==> config.mk <==
export PLATFORM = sky130hd
export DESIGN_NAME = branch_predictor_bht
export DESIGN_NICKNAME = d
export VERILOG_FILES = /design/src/rtl/bp_pkg.sv /design/src/rtl/bht_table.sv /design/src/rtl/branch_predictor_bht.sv
export SDC_FILE = /design/constraint.sdc
export NUM_CORES = 1
export LEC_CHECK = 0
export ABC_CLOCK_PERIOD_IN_PS = 2060
export BUFFER_PORTS_ARGS = -buffer_cell sky130_fd_sc_hd__clkbuf_2
export CAP_MARGIN = 20
export CORE_ASPECT_RATIO = 1.4
export CORE_MARGIN = 5
export CORE_UTILIZATION = 34
export CTS_CLUSTER_DIAMETER = 60
export CTS_CLUSTER_SIZE = 8
export DETAILED_ROUTE_END_ITERATION = 6
export GPL_TIMING_DRIVEN = 0
export PLACE_DENSITY_LB_ADDON = 0.12
export SETUP_SLACK_MARGIN = 0.5
export SYNTH_ARGS = -nofsm -noshare
export SYNTH_HDL_FRONTEND = slang
export SYNTH_SLANG_ARGS = --single-unit
==> constraint.sdc <==
create_clock -name clk -period 2.06 [get_ports clk]
set_clock_uncertainty 0.1 [all_clocks]
set_input_delay 0.206 -clock clk [delete_from_list [all_inputs] [get_ports clk]]
set_output_delay 0.206 -clock clk [all_outputs]
set_load 0.02 [all_outputs]
==> src/rtl/bp_pkg.sv <==
// Shared definitions for the branch predictor: 2-bit counter encodings
// and the saturating counter update rule.
package bp_pkg;

  localparam logic [1:0] SNT = 2'd0;
  localparam logic [1:0] WNT = 2'd1;
  localparam logic [1:0] WT  = 2'd2;
  localparam logic [1:0] ST  = 2'd3;

  localparam logic [1:0] BHT_RESET_STATE = WNT;

  // Increment toward ST on taken, decrement toward SNT on not-taken, saturating.
  function automatic logic [1:0] sat_update(input logic [1:0] state, input logic taken);
    logic [1:0] nxt;
    if (taken) begin
      nxt = (state == ST) ? ST : state + 2'd1;
    end else begin
      nxt = (state == SNT) ? SNT : state - 2'd1;
    end
    return nxt;
  endfunction

endpackage

==> src/rtl/bht_table.sv <==
// Branch history table: array of 2-bit saturating counters with one
// combinational read port and one synchronous read-modify-write port.
module bht_table
  import bp_pkg::*;
#(
  parameter int ENTRIES = 16,
  parameter int INDEX_W = $clog2(ENTRIES)
) (
  input  logic               clk,
  input  logic               rst_n,
  input  logic [INDEX_W-1:0] rd_idx_i,
  output logic [1:0]         rd_state_o,
  input  logic               wr_en_i,
  input  logic [INDEX_W-1:0] wr_idx_i,
  input  logic               wr_taken_i
);

  logic [1:0] cnt_q [ENTRIES];

  // No bypass: a read of the entry being written returns the old value.
  assign rd_state_o = cnt_q[rd_idx_i];

  always_ff @(posedge clk) begin
    if (!rst_n) begin
      for (int i = 0; i < ENTRIES; i++) begin
        cnt_q[i] <= BHT_RESET_STATE;
      end
    end else if (wr_en_i) begin
      cnt_q[wr_idx_i] <= sat_update(cnt_q[wr_idx_i], wr_taken_i);
    end
  end

endmodule

==> src/rtl/branch_predictor_bht.sv <==
// Bimodal branch predictor: predicts in ID, carries the prediction through an
// ID->EX register, resolves in EX and trains the counter table.
module branch_predictor_bht
  import bp_pkg::*;
#(
  parameter int ENTRIES = 16,
  parameter int INDEX_W = $clog2(ENTRIES)
) (
  input  logic        clk,
  input  logic        rst_n,
  input  logic        ID_valid,
  input  logic        ID_is_branch,
  input  logic [31:0] ID_pc,
  output logic        ID_pred_taken,
  input  logic        stall,
  input  logic        flush,
  input  logic        EX_branch_taken,
  output logic        EX_feedback_valid,
  output logic        EX_prediction_incorrect
);

  logic [INDEX_W-1:0] id_idx;
  logic [1:0]         id_state;
  logic               unused_pc;

  logic               ex_valid_q, ex_valid_d;
  logic [INDEX_W-1:0] ex_idx_q, ex_idx_d;
  logic               ex_pred_q, ex_pred_d;

  assign id_idx    = ID_pc[INDEX_W+1:2];
  assign unused_pc = ^{ID_pc[31:INDEX_W+2], ID_pc[1:0]};

  bht_table #(
    .ENTRIES (ENTRIES),
    .INDEX_W (INDEX_W)
  ) u_table (
    .clk        (clk),
    .rst_n      (rst_n),
    .rd_idx_i   (id_idx),
    .rd_state_o (id_state),
    .wr_en_i    (EX_feedback_valid),
    .wr_idx_i   (ex_idx_q),
    .wr_taken_i (EX_branch_taken)
  );

  assign ID_pred_taken = ID_valid & ID_is_branch & id_state[1];

  // stall freezes the EX slot, so a held branch resolves only once it moves on.
  assign EX_feedback_valid       = ex_valid_q & ~stall;
  assign EX_prediction_incorrect = EX_feedback_valid & (ex_pred_q ^ EX_branch_taken);

  always_comb begin
    ex_valid_d = ex_valid_q;
    ex_idx_d   = ex_idx_q;
    ex_pred_d  = ex_pred_q;
    if (!stall) begin
      if (flush) begin
        ex_valid_d = 1'b0;
      end else begin
        ex_valid_d = ID_valid & ID_is_branch;
        ex_idx_d   = id_idx;
        ex_pred_d  = ID_pred_taken;
      end
    end
  end

  always_ff @(posedge clk) begin
    if (!rst_n) begin
      ex_valid_q <= 1'b0;
      ex_idx_q   <= '0;
      ex_pred_q  <= 1'b0;
    end else begin
      ex_valid_q <= ex_valid_d;
      ex_idx_q   <= ex_idx_d;
      ex_pred_q  <= ex_pred_d;
    end
  end

endmodule

==> results of run 1 <==
cell families after synthesis:
group	Yosys count
AND/OR/NAND/NOR	95
flip-flops	42
multiplexers	13
AO/OA/AOI/OAI	11
buffers and inverters	11
adder cells (fa/ha/maj)	2
XOR/XNOR	1
critical path: cells and delay by family (launching register included):
kind,cells,cell delay (ns)
buffers and inverters,1,0.12
DFF,1,0.43
muxes,2,0.95
and+or+nand+nor,1,0.17
cells in the mapped netlist, drive strengths merged (4+ instances only):
master / n
nand3: 18
nor2b: 6
clkbuf: 4
dfxtp: 10
nand2b: 4
buf: 6
mux4: 13
o21ai: 5
a21boi: 4
nor2: 20
nand2: 37
edfxtp: 32
through the flow:
stage               TNS (ns)  total power, mW  setup slack, ns  util (%)  std cells
detailed placement     -3.88             1.15           -0.241      37.3        259
finish                 -5.68             1.91           -0.219      51.4        298
global placement       -3.56             1.15           -0.225      37.3        259
floorplan            -0.0559             1.09         -0.00994         -        175
global route           -8.17             1.97           -0.272      51.4        298
CTS                    -5.18             1.87           -0.230      46.5        289
metal layers:
metal / up-vias / global-route usage [%] / share of wire [%]
met5: - / 0 / 0
met4: 0 / 5.52 / 2.9
met3: 12 / 3.23 / 3.3
met2: 31 / 27.8 / 57
met1: 778 / 16.7 / 37
li1: 742 / - / -
final timing paths:
check | start | end | slack (ns)
max | u_table.cnt_q[5][1] | ID_pred_taken | -0.22
min | ID_pc[5] | ex_idx_q[3] | 0.09
max reg2reg | flip-flop | u_table.cnt_q[7][1] | -0.19
min reg2reg | ex_valid_q | ex_valid_q | 0.46
final cells by class:
class,count,area share [%]
multi-input cells,122,38.6
flip-flops and latches,42,37.3
repair buffers,43,14.5
plain buffers,10,3.46
clock buffers,7,3.10
well taps,72,2.86
clock inverters,1,0.119
inverters,1,0.119
layout by cell type, fill, tap and decap left out, drive strengths merged:
cell / instances
dfxtp: 10
clkbuf: 21
clkinv: 1
nand3: 18
nor3: 2
nor3b: 2
xor2: 1
and4: 2
nand2b: 4
a22oi: 1
a32oi: 1
maj3: 2
nand4: 1
a21boi: 4
o21ai: 5
nor2b: 6
buf: 39
nor2: 20
mux4: 13
edfxtp: 32
and2: 1
nand2: 37
and3: 2
inv: 1
where the power goes:
part / leakage [nW] / internal [mW] / total, mW / switching [mW]
Combinational: 0.708 / 0.194 / 0.360 / 0.166
Sequential: 0.360 / 0.926 / 0.951 / 0.0244
Clock: 0.0510 / 0.309 / 0.595 / 0.286
Total: 1.12 / 1.43 / 1.91 / 0.476
flip-flops by register name, summed over array words and instances (netlist names), named ones only:
name / flops
u_table.cnt_q: 32
ex_idx_q: 4
ex_pred_q: 1
ex_valid_q: 1
repair_timing:
action | CTS | global route
endpoints found under the setup margin | 66 | 66
buffers inserted | 20 | 9
gates cloned | 2 | 0
hold buffers | 0 | 0
pin swaps | 18 | 18
resized for setup | 55 | 62
==> qor.yml, run 1 <==
cp.arrival_ns: 1.97
synthArstFlopShare_pct: 0
critPathMaxFanout: 2
synth_mux_area_share_pct: 14.7
cts_tree: "done"
htree_levels: 2
netlist_area_um2: 2100
clockBufferDepth: 2
start_kind: "flip-flop"
wl_per_cell_um: 19.0
netlist_instances: 175
holdWs_ns: 0.0919
io_pins: 42
postRouteAntennaNets: 0
worstPathCellList: "mux4_2 > mux4_2 > and3_4 > buf_8"
grt_use_total_pct: 14.9
outcome: "complete, but fails checks"
setup_ws_ns: -0.219
nets: 264
irDropWorstVdd_mv: 0.274
slowest_delay_ns: 0.49
min_path_type: "input port to flip-flop"
via_per_inst: 5.24
synth_fa_ha_area_share_pct: 1.31
required_ns: 1.75
drtIter0Drc: 80
grt.overflow.total: 0
cts-buffers-inserted: 5
worstSetupEndpointType: "output port"
synth_top_area_share_pct: 45.8
hold_path_depth: 3
grt_start_max_net_pins: 14
coreArea_um2: 6130
netlist_top_cells_area: "edfxtp_1, mux4_2, dfxtp_1, nand2_1, mux4_1"
multi_input_area_um2: 1210
hpwl_mm: 3.75
ys_seq_area_share_pct: 55.3
drc_errors: 0
synth-seq-cells: 42
die_y_um: 103
yosys.area_share.simple_pct: 21.2
fillers: 554
fmaxAchievable_mhz: 439
ff2ff_path_depth: 10
grt_pass1_wl_mm: 8.91
ff_latch_area_um2: 1170
num_vias: 1563
dr.pass1.iters: 4
worst_pin_slew_ns: 0.926
fp.dieArea_um2: 7870
clk_pin_slew_ns: 0.08
synth_top_flop_cell: "edfxtp_1"
max_cap_violations: 0
slowest_stage: "mux4_2"
finalSetupViolCount: 33
gp_congestion: 0.734
synth_edf_count: 32
final_area_um2: 3150
drive_gt1_share_pct: 64.2
port_buffers: 12
syn_area_per_cell_um2: 12.0
worst-setup-path-type: "flip-flop to output port"
violations: "negative setup slack"
synth_top_family_by_area: "simple AND/OR/NAND/NOR gates"
antennaDiodeCount: 0
p_per_area_nw_per_um2: 605
grt_setup_unrepaired: "true"
synth_warnings: 0
dieWidth_um: 76.4
total_leakage_power_nw: 1.12
synth_compound_area_share_pct: 3.40
cts_sinks: 42
row_count: 34
antenna_found_initial: 0
crit_top_cell: "mux4_2"
clock_latency_ns: 0.30
synth_cell_types: 30
fin_crit_sh_pct: 111
grt_pass1_vias: 1651
synth_nets: 214
yosysTopAreaCell: "edfxtp_1"
fin_crit_ns: 2.28
initial_core_util_pct: 34.3
slew_headroom_pct: 38.3
root_buffer: "clkbuf_8"
synthXorXnorAreaFrac_pct: 0.417
syn_to_final_growth_pct: 50.1
finalHoldViolCount: 0
routed_wl_mm: 5.67
place_area_um2: 2280
report.final.slew_viol_count: 0
(Power assumes the default switching activity.)
==> run 2, diff against run 1 <==
--- a/config.mk
+++ b/config.mk
@@ -5,7 +5,8 @@
 export SDC_FILE = /design/constraint.sdc
 export NUM_CORES = 1
 export LEC_CHECK = 0
-export ABC_CLOCK_PERIOD_IN_PS = 2060
+export ABC_AREA = 1
+export ABC_CLOCK_PERIOD_IN_PS = 2200
 export BUFFER_PORTS_ARGS = -buffer_cell sky130_fd_sc_hd__clkbuf_2
 export CAP_MARGIN = 20
 export CORE_ASPECT_RATIO = 1.4
==> constraint.sdc (replaced) <==
create_clock -name clk -period 2.2 [get_ports clk]
set_clock_uncertainty 0.1 [all_clocks]
set_input_delay 0.22 -clock clk [delete_from_list [all_inputs] [get_ports clk]]
set_output_delay 0.22 -clock clk [all_outputs]
set_load 0.02 [all_outputs]
==> qor.yml, run 2 <==
outcome: "completed"  # was complete, but fails checks
wl_per_cell_um: 15.2  # was 19.0 um
fmaxAchievable_mhz: 530
fin_crit_sh_pct: 85.8
min_from: "stall"  # was ID_pc[5]
start_kind: "flip-flop"  # unchanged
netlist_area_um2: 2340  # was 2100 um2
ff2ff_path_depth: 12  # was 10
die_y_um: 108  # was 103 um
grt_use_total_pct: 16.0  # was 14.9%
final_common_cell: "nand2_1"  # was edfxtp_1
netlist_instances: 298  # was 175
grt_start_max_net_pins: 13  # was 14
nets: 370  # was 264
report.final.slew_viol_count: 0  # unchanged
clockBufferDepth: 2  # unchanged
cts_tree: "done"  # unchanged
ff2ff_setup_slack_ns: 0.31  # was -0.19 ns
finalSetupViolCount: 0  # was 33
numPlacedInstances: 402  # was 259
required_ns: 2.15  # was 1.75 ns
gp_congestion: 0.799  # was 0.734
drtIter0Drc: 66  # was 80
cp.arrival_ns: 1.84  # was 1.97 ns
coreArea_um2: 6660  # was 6130 um2
irDropWorstVdd_mv: 0.379  # was 0.274 mV
final_util_pct: 46.6  # was 51.4%
setup_ws_ns: 0.313  # was -0.219 ns
final_area_um2: 3100  # was 3150 um2
antennaDiodeCount: 0  # unchanged
drive_gt1_share_pct: 34.9  # was 64.2%
power_mw: 1.76  # was 1.91 mW
slowest_delay_ns: 0.33  # was 0.49 ns
synth_edf_count: 32  # unchanged
worstSetupEndpointType: "flip-flop"  # was output port
synth_nets: 337  # was 214
cts-buffers-inserted: 5  # unchanged
hold-path-endpoint: "ex_valid_q"  # was ex_idx_q[3]
top_regs: "u_table.cnt_q: 32 flops, ex_idx_q: 4 flops"  # unchanged
finalHoldViolCount: 0  # unchanged
regMostFlops: "u_table.cnt_q"  # unchanged
synth-seq-cells: 42  # unchanged
root_buffer: "clkbuf_8"  # unchanged
mostFrequentLayoutCells: "nand2_1, inv_1, edfxtp_1"  # was edfxtp_1, buf_4, nand3_2
critical-path-top-delay-family: "simple AND/OR/NAND/NOR gates"  # was multiplexers
worst_pin_slew_ns: 0.693  # was 0.926 ns
cp.buffers_inverters: 4  # was 1
min_path_type: "input port to flip-flop"  # unchanged
fillers: 688  # was 554
num_vias: 2026  # was 1563
yosysMostFrequentCell: "nand2_1"  # unchanged
port_buffers: 12  # unchanged
largest_reg_flops: 32  # unchanged
syn_area_per_cell_um2: 7.86  # was 12.0 um2
synth_top_flop_cell: "edfxtp_1"  # unchanged
syn_to_final_growth_pct: 32.5  # was 50.1%
grt.overflow.total: 0  # unchanged
max_cap_violations: 0  # unchanged
via_per_inst: 4.78  # was 5.24
initial_core_util_pct: 35.2  # was 34.3%
yosys-top-cells-count: "nand2_1, inv_1, nand3_1, nor2_1, edfxtp_1"  # was nand2_1, edfxtp_1, nor2_1, nand3_1, dfxtp_1
yosysTopAreaCell: "edfxtp_1"  # unchanged
critPathMaxFanout: 5  # was 2
synth_cell_types: 21  # was 30
fin_crit_ns: 1.89
total_leakage_power_nw: 1.22  # was 1.12 nW
row_count: 35  # was 34
routed_wl_mm: 6.44  # was 5.67 mm
worstPathCellList: "buf_8 > buf_6 > nor2_4 > nor2_1 > nand2_1 > nand3_2 > nand3_2 > nand3b_1 > buf_6 > nand2_8 > clkbuf_16 > nor2_2"  # was mux4_2 > mux4_2 > and3_4 > buf_8
grt_pass1_vias: 2004  # was 1651
hold_path_depth: 3  # unchanged
postRouteAntennaNets: 0  # unchanged
slowest_stage: "dfxtp_2"  # was mux4_2
synthArstFlopShare_pct: 0  # unchanged
slew_headroom_pct: 53.8  # was 38.3%
io_pins: 42  # unchanged
grt_pass1_wl_mm: 10.2  # was 8.91 mm
p_per_area_nw_per_um2: 568  # was 605 nW/um2
dieWidth_um: 80.1  # was 76.4 um
synth_top_area_share_pct: 41.0  # was 45.8%
clock_latency_ns: 0.29  # was 0.30 ns
worst-setup-path-type: "flip-flop to flip-flop"  # was flip-flop to output port
layout.cells.non_filler: 424  # was 298
grt_setup_unrepaired: "true"  # unchanged
dp_slack_ns: 0.223  # was -0.241 ns
antenna_found_initial: 0  # unchanged
dr.pass1.iters: 4  # unchanged
fin_tns_setup_ns: 0  # was -5.68 ns
synth_warnings: 0  # unchanged
htree_levels: 2  # unchanged
fp.dieArea_um2: 8670  # was 7870 um2
clk_pin_slew_ns: 0.08  # about the same
hpwl_mm: 4.49  # was 3.75 mm
holdWs_ns: 0.0838  # was 0.0919 ns
place_area_um2: 2520  # was 2280 um2
rr_endpoint: "u_table.cnt_q[11][1]"  # was u_table.cnt_q[7][1]
drc_errors: 0  # unchanged
cts_sinks: 42  # unchanged
netlist_top_cells_area: "edfxtp_1, nand2_1, nand3_1, dfxtp_1, inv_1"  # was edfxtp_1, mux4_2, dfxtp_1, nand2_1, mux4_1
ys_seq_area_share_pct: 49.6  # was 55.3%
## run 2: cell types whose count changed after synthesis, moves of 5 or more
cell      change
nor2_2       +10
nor2_1       +15
a21oi_1       +8
inv_1        +50
o211ai_1      +5
nand3_1      +25
mux4_2        -9
nor2b_1       -6
nand2_1      +34
## run 2: worst register-to-register path, stage by stage, from the launching register on
cell and delay [ns]:
dfxtp_2 0.33, buf_8 0.14, buf_6 0.13, nor2_4 0.06, nor2_1 0.04, nand2_1 0.07, nand3_2 0.08, nand3_2 0.08
nand3b_1 0.18, buf_6 0.18, nand2_8 0.08, clkbuf_16 0.15, nor2_2 0.03
## run 2: power breakdown
part | leakage, nW | switching (mW) | internal (mW)
combinational | 0.815 | 0.233 | 0.174
sequential | 0.359 | 0.0189 | 0.870
clock | 0.0426 | 0.249 | 0.218
total | 1.22 | 0.501 | 1.26
## run 2: per-layer routing
layer	GRT usage, %	wire length, um	share of wire (%)	vias up
met2	27.4	3330	52	44
met4	10.3	371	5.8	0
li1	-	-	-	1017
met3	1.75	187	2.9	19
met5	0	0	0	-
met1	18.5	2550	40	946
## run 2: cell type report
| type | instances | area, um2 | area share (%) |
|---|---|---|---|
| Clock buffer | 6 | 72.6 | 2.34 |
| Timing Repair Buffer | 26 | 277 | 8.91 |
| Tap cell | 92 | 115 | 3.71 |
| Clock inverter | 2 | 8.76 | 0.282 |
| Sequential cell | 42 | 1170 | 37.7 |
| Multi-Input combinational cell | 191 | 1130 | 36.3 |
| Inverter | 53 | 211 | 6.81 |
| Buffer | 12 | 124 | 3.99 |
## run 2: kinds of logic (layout without fill, tap and decap cells)
family	count (synthesis)	in the layout	synth area share, %
AOI/OAI and AO/OA	20	20	4.81
xor gates and xnor gates	1	1	0.374
buffers and inverters	65	99	12.6
DFF	42	42	49.6
and+or+nand+nor	170	170	32.7
## run 2: timing repair
action | CTS | global route
endpoints found under the setup margin | 37 | 65
pin swaps | 4 | 20
hold buffers | 0 | 0
buffers inserted | 8 | 3
resized for setup | 46 | 45
cloned | 2 | 1
hold endpoints to repair | 0 | 0
## run 2: worst max-delay path by stage
stage / depth (start not counted) / endpoint / slack [ns]
CTS: 12 / u_table.cnt_q[11][1] / 0.32
detailed placement: 9 / u_table.cnt_q[6][0] / 0.22
finish: 12 / u_table.cnt_q[11][1] / 0.31
global placement: 9 / u_table.cnt_q[10][0] / 0.23
global route: 14 / u_table.cnt_q[11][1] / 0.24
floorplan: 12 / u_table.cnt_q[10][1] / 0.51
==> run 3, diff against run 2 <==
--- a/config.mk
+++ b/config.mk
@@ -6,7 +6,7 @@
 export NUM_CORES = 1
 export LEC_CHECK = 0
 export ABC_AREA = 1
-export ABC_CLOCK_PERIOD_IN_PS = 2200
+export ABC_CLOCK_PERIOD_IN_PS = 1530
 export BUFFER_PORTS_ARGS = -buffer_cell sky130_fd_sc_hd__clkbuf_2
 export CAP_MARGIN = 20
 export CORE_ASPECT_RATIO = 1.4
@@ -18,6 +18,7 @@
 export GPL_TIMING_DRIVEN = 0
 export PLACE_DENSITY_LB_ADDON = 0.12
 export SETUP_SLACK_MARGIN = 0.5
+export SKIP_CTS_REPAIR_TIMING = 1
 export SYNTH_ARGS = -nofsm -noshare
 export SYNTH_HDL_FRONTEND = slang
 export SYNTH_SLANG_ARGS = --single-unit
==> constraint.sdc (replaced) <==
create_clock -name clk -period 1.53 [get_ports clk]
set_clock_uncertainty 0.1 [all_clocks]
set_input_delay 0.153 -clock clk [delete_from_list [all_inputs] [get_ports clk]]
set_output_delay 0.153 -clock clk [all_outputs]
set_load 0.02 [all_outputs]
==> qor.yml, run 3 (synthesis gave the netlist of run 2 again) <==
routed_wl_mm: 6.71  # was 6.44 mm
start_kind: "flip-flop"  # unchanged
grt.overflow.total: 0  # unchanged
grt_start_max_net_pins: 13  # unchanged
slowest_stage: "dfxtp_2"  # unchanged
finalSetupViolCount: 45  # was 0
worstSetupEndpointType: "flip-flop"  # unchanged
coreArea_um2: 6660  # unchanged
port_buffers: 12  # unchanged
multi_input_area_um2: 1290  # was 1130 um2
grt_pass1_vias: 1923  # was 2004
final_util_pct: 50.6  # was 46.6%
cts_tree: "done"  # unchanged
cp.arrival_ns: 1.87  # was 1.84 ns
via_per_inst: 4.78  # about the same
required_ns: 1.50  # was 2.15 ns
wl_per_cell_um: 15.5  # was 15.2 um
fillers: 631  # was 688
holdWs_ns: 0.00682  # was 0.0838 ns
fin_tns_setup_ns: -11.38  # was 0 ns
top_regs: "u_table.cnt_q: 32 flops, ex_idx_q: 4 flops"  # unchanged
syn_to_final_growth_pct: 44.0  # was 32.5%
cts-buffers-inserted: 5  # unchanged
setup_ws_ns: -0.370  # was 0.313 ns
mostFrequentLayoutCells: "nand2_1, edfxtp_1, inv_1, nand2_2"  # was nand2_1, inv_1, edfxtp_1
place_area_um2: 2570  # was 2520 um2
outcome: "complete, but fails checks"  # was completed
ff_latch_area_um2: 1170  # about the same
die_y_um: 108  # unchanged
irDropWorstVdd_mv: 0.782  # was 0.379 mV
regMostFlops: "u_table.cnt_q"  # unchanged
min_path_type: "input port to flip-flop"  # unchanged
drive_gt1_share_pct: 51.2  # was 34.9%
report.final.slew_viol_count: 0  # unchanged
htree_levels: 2  # unchanged
final_common_cell: "nand2_1"  # unchanged
fmaxAchievable_mhz: 526  # was 530 MHz
hold_path_depth: 3  # unchanged
io_pins: 42  # unchanged
nets: 378  # was 370
final_area_um2: 3370  # was 3100 um2
antenna_found_initial: 0  # unchanged
grt_pass1_wl_mm: 9.62  # was 10.2 mm
slew_headroom_pct: 34.8  # was 53.8%
grt_use_total_pct: 15.2  # was 16.0%
worstPathCellList: "buf_8 > inv_8 > clkbuf_16 > nand2_1 > nand2_1 > nand2_1 > nand3_1 > nand3_1 > nand2_2 > inv_2 > nand2_2 > nand2_4 > clkbuf_16 > nor2_2"  # was buf_8 > buf_6 > nor2_4 > nor2_1 > nand2_1 > nand3_2 > nand3_2 > nand3b_1 > buf_6 > nand2_8 > clkbuf_16 > nor2_2
fin_crit_sh_pct: 124  # was 85.8%
root_buffer: "clkbuf_8"  # unchanged
dr.pass1.iters: 4  # unchanged
postRouteAntennaNets: 0  # unchanged
crit_top_cell: "nand2_1"
clk_pin_slew_ns: 0.08  # about the same
hold-path-endpoint: "ex_valid_q"  # unchanged
row_count: 35  # unchanged
num_vias: 2064  # was 2026
numPlacedInstances: 402  # unchanged
clockBufferDepth: 2  # unchanged
rr_endpoint: "u_table.cnt_q[6][1]"  # was u_table.cnt_q[11][1]
ff2ff_path_depth: 14  # was 12
violations: "negative setup slack"
min_from: "stall"  # unchanged
gp_congestion: 0.839  # was 0.799
drtIter0Drc: 128  # was 66
slowest_delay_ns: 0.37  # was 0.33 ns
power_mw: 2.76  # was 1.76 mW
initial_core_util_pct: 35.2  # unchanged
fin_crit_ns: 1.90  # was 1.89 ns
worst_pin_slew_ns: 0.978  # was 0.693 ns
worst-setup-path-type: "flip-flop to flip-flop"  # unchanged
hpwl_mm: 4.54  # was 4.49 mm
total_leakage_power_nw: 1.30  # was 1.22 nW
grt_setup_unrepaired: "true"  # unchanged
ff2ff_setup_slack_ns: -0.37  # was 0.31 ns
finalHoldViolCount: 0  # unchanged
largest_reg_flops: 32  # unchanged
dieWidth_um: 80.1  # unchanged
p_per_area_nw_per_um2: 819  # was 568 nW/um2
layout.cells.non_filler: 432  # was 424
antennaDiodeCount: 0  # unchanged
cts_sinks: 42  # unchanged
drc_errors: 0  # unchanged
max_cap_violations: 0  # unchanged
fp.dieArea_um2: 8670  # unchanged
dp_slack_ns: -0.457  # was 0.223 ns
clock_latency_ns: 0.30  # was 0.29 ns
critPathMaxFanout: 6  # was 5
[run 3: cell types whose count changed in the layout (fill, tap and decap cells not counted), sizes merged]
cell / previous run / this run
buf: 22 / 28
clkbuf: 22 / 25
clkinv: 3 / 0
bufinv: 0 / 2
[run 3: worst max-delay path: cells and delay by family (launching register included)]
family / cells / cell delay (ns)
AND/OR/NAND/NOR: 9 / 0.58
flip-flops: 1 / 0.37
buffers and inverters: 5 / 0.60
[run 3: cell type report]
cell class,count,share of cell area [%]
clock buffer,7,2.26
buffer,12,4.23
tap,92,3.41
sequential,42,34.6
clock inverter,1,0.891
inverter,53,6.68
timing repair buffer,34,9.69
multi-input combinational,191,38.2
[run 3: layer usage]
layer | share of wire [%] | GRT usage (%) | up-vias | routed length (um)
li1 | - | - | 1035 | -
met1 | 41 | 17.7 | 963 | 2760
met5 | 0 | 0 | - | 0
met4 | 4.8 | 9.54 | 0 | 324
met3 | 3.1 | 2.42 | 19 | 207
met2 | 51 | 25.8 | 47 | 3420
[run 3: worst max-delay path by stage]
stage,startpoint,endpoint,slack (ns),depth (start not counted)
6_report,flip-flop,u_table.cnt_q[6][1],-0.37,14
4_1_cts,flip-flop,u_table.cnt_q[7][0],-0.47,11
3_5_place_dp,flip-flop,u_table.cnt_q[7][0],-0.46,11
2_1_floorplan,flip-flop,u_table.cnt_q[1][0],-0.15,11
5_1_grt,flip-flop,u_table.cnt_q[6][1],-0.44,14
3_3_place_gp,flip-flop,u_table.cnt_q[9][0],-0.46,9
[run 3: report_power, final]
group / internal [mW] / switching, mW
Clock: 0.489 / 0.386
Sequential: 1.25 / 0.0284
Combinational: 0.256 / 0.349
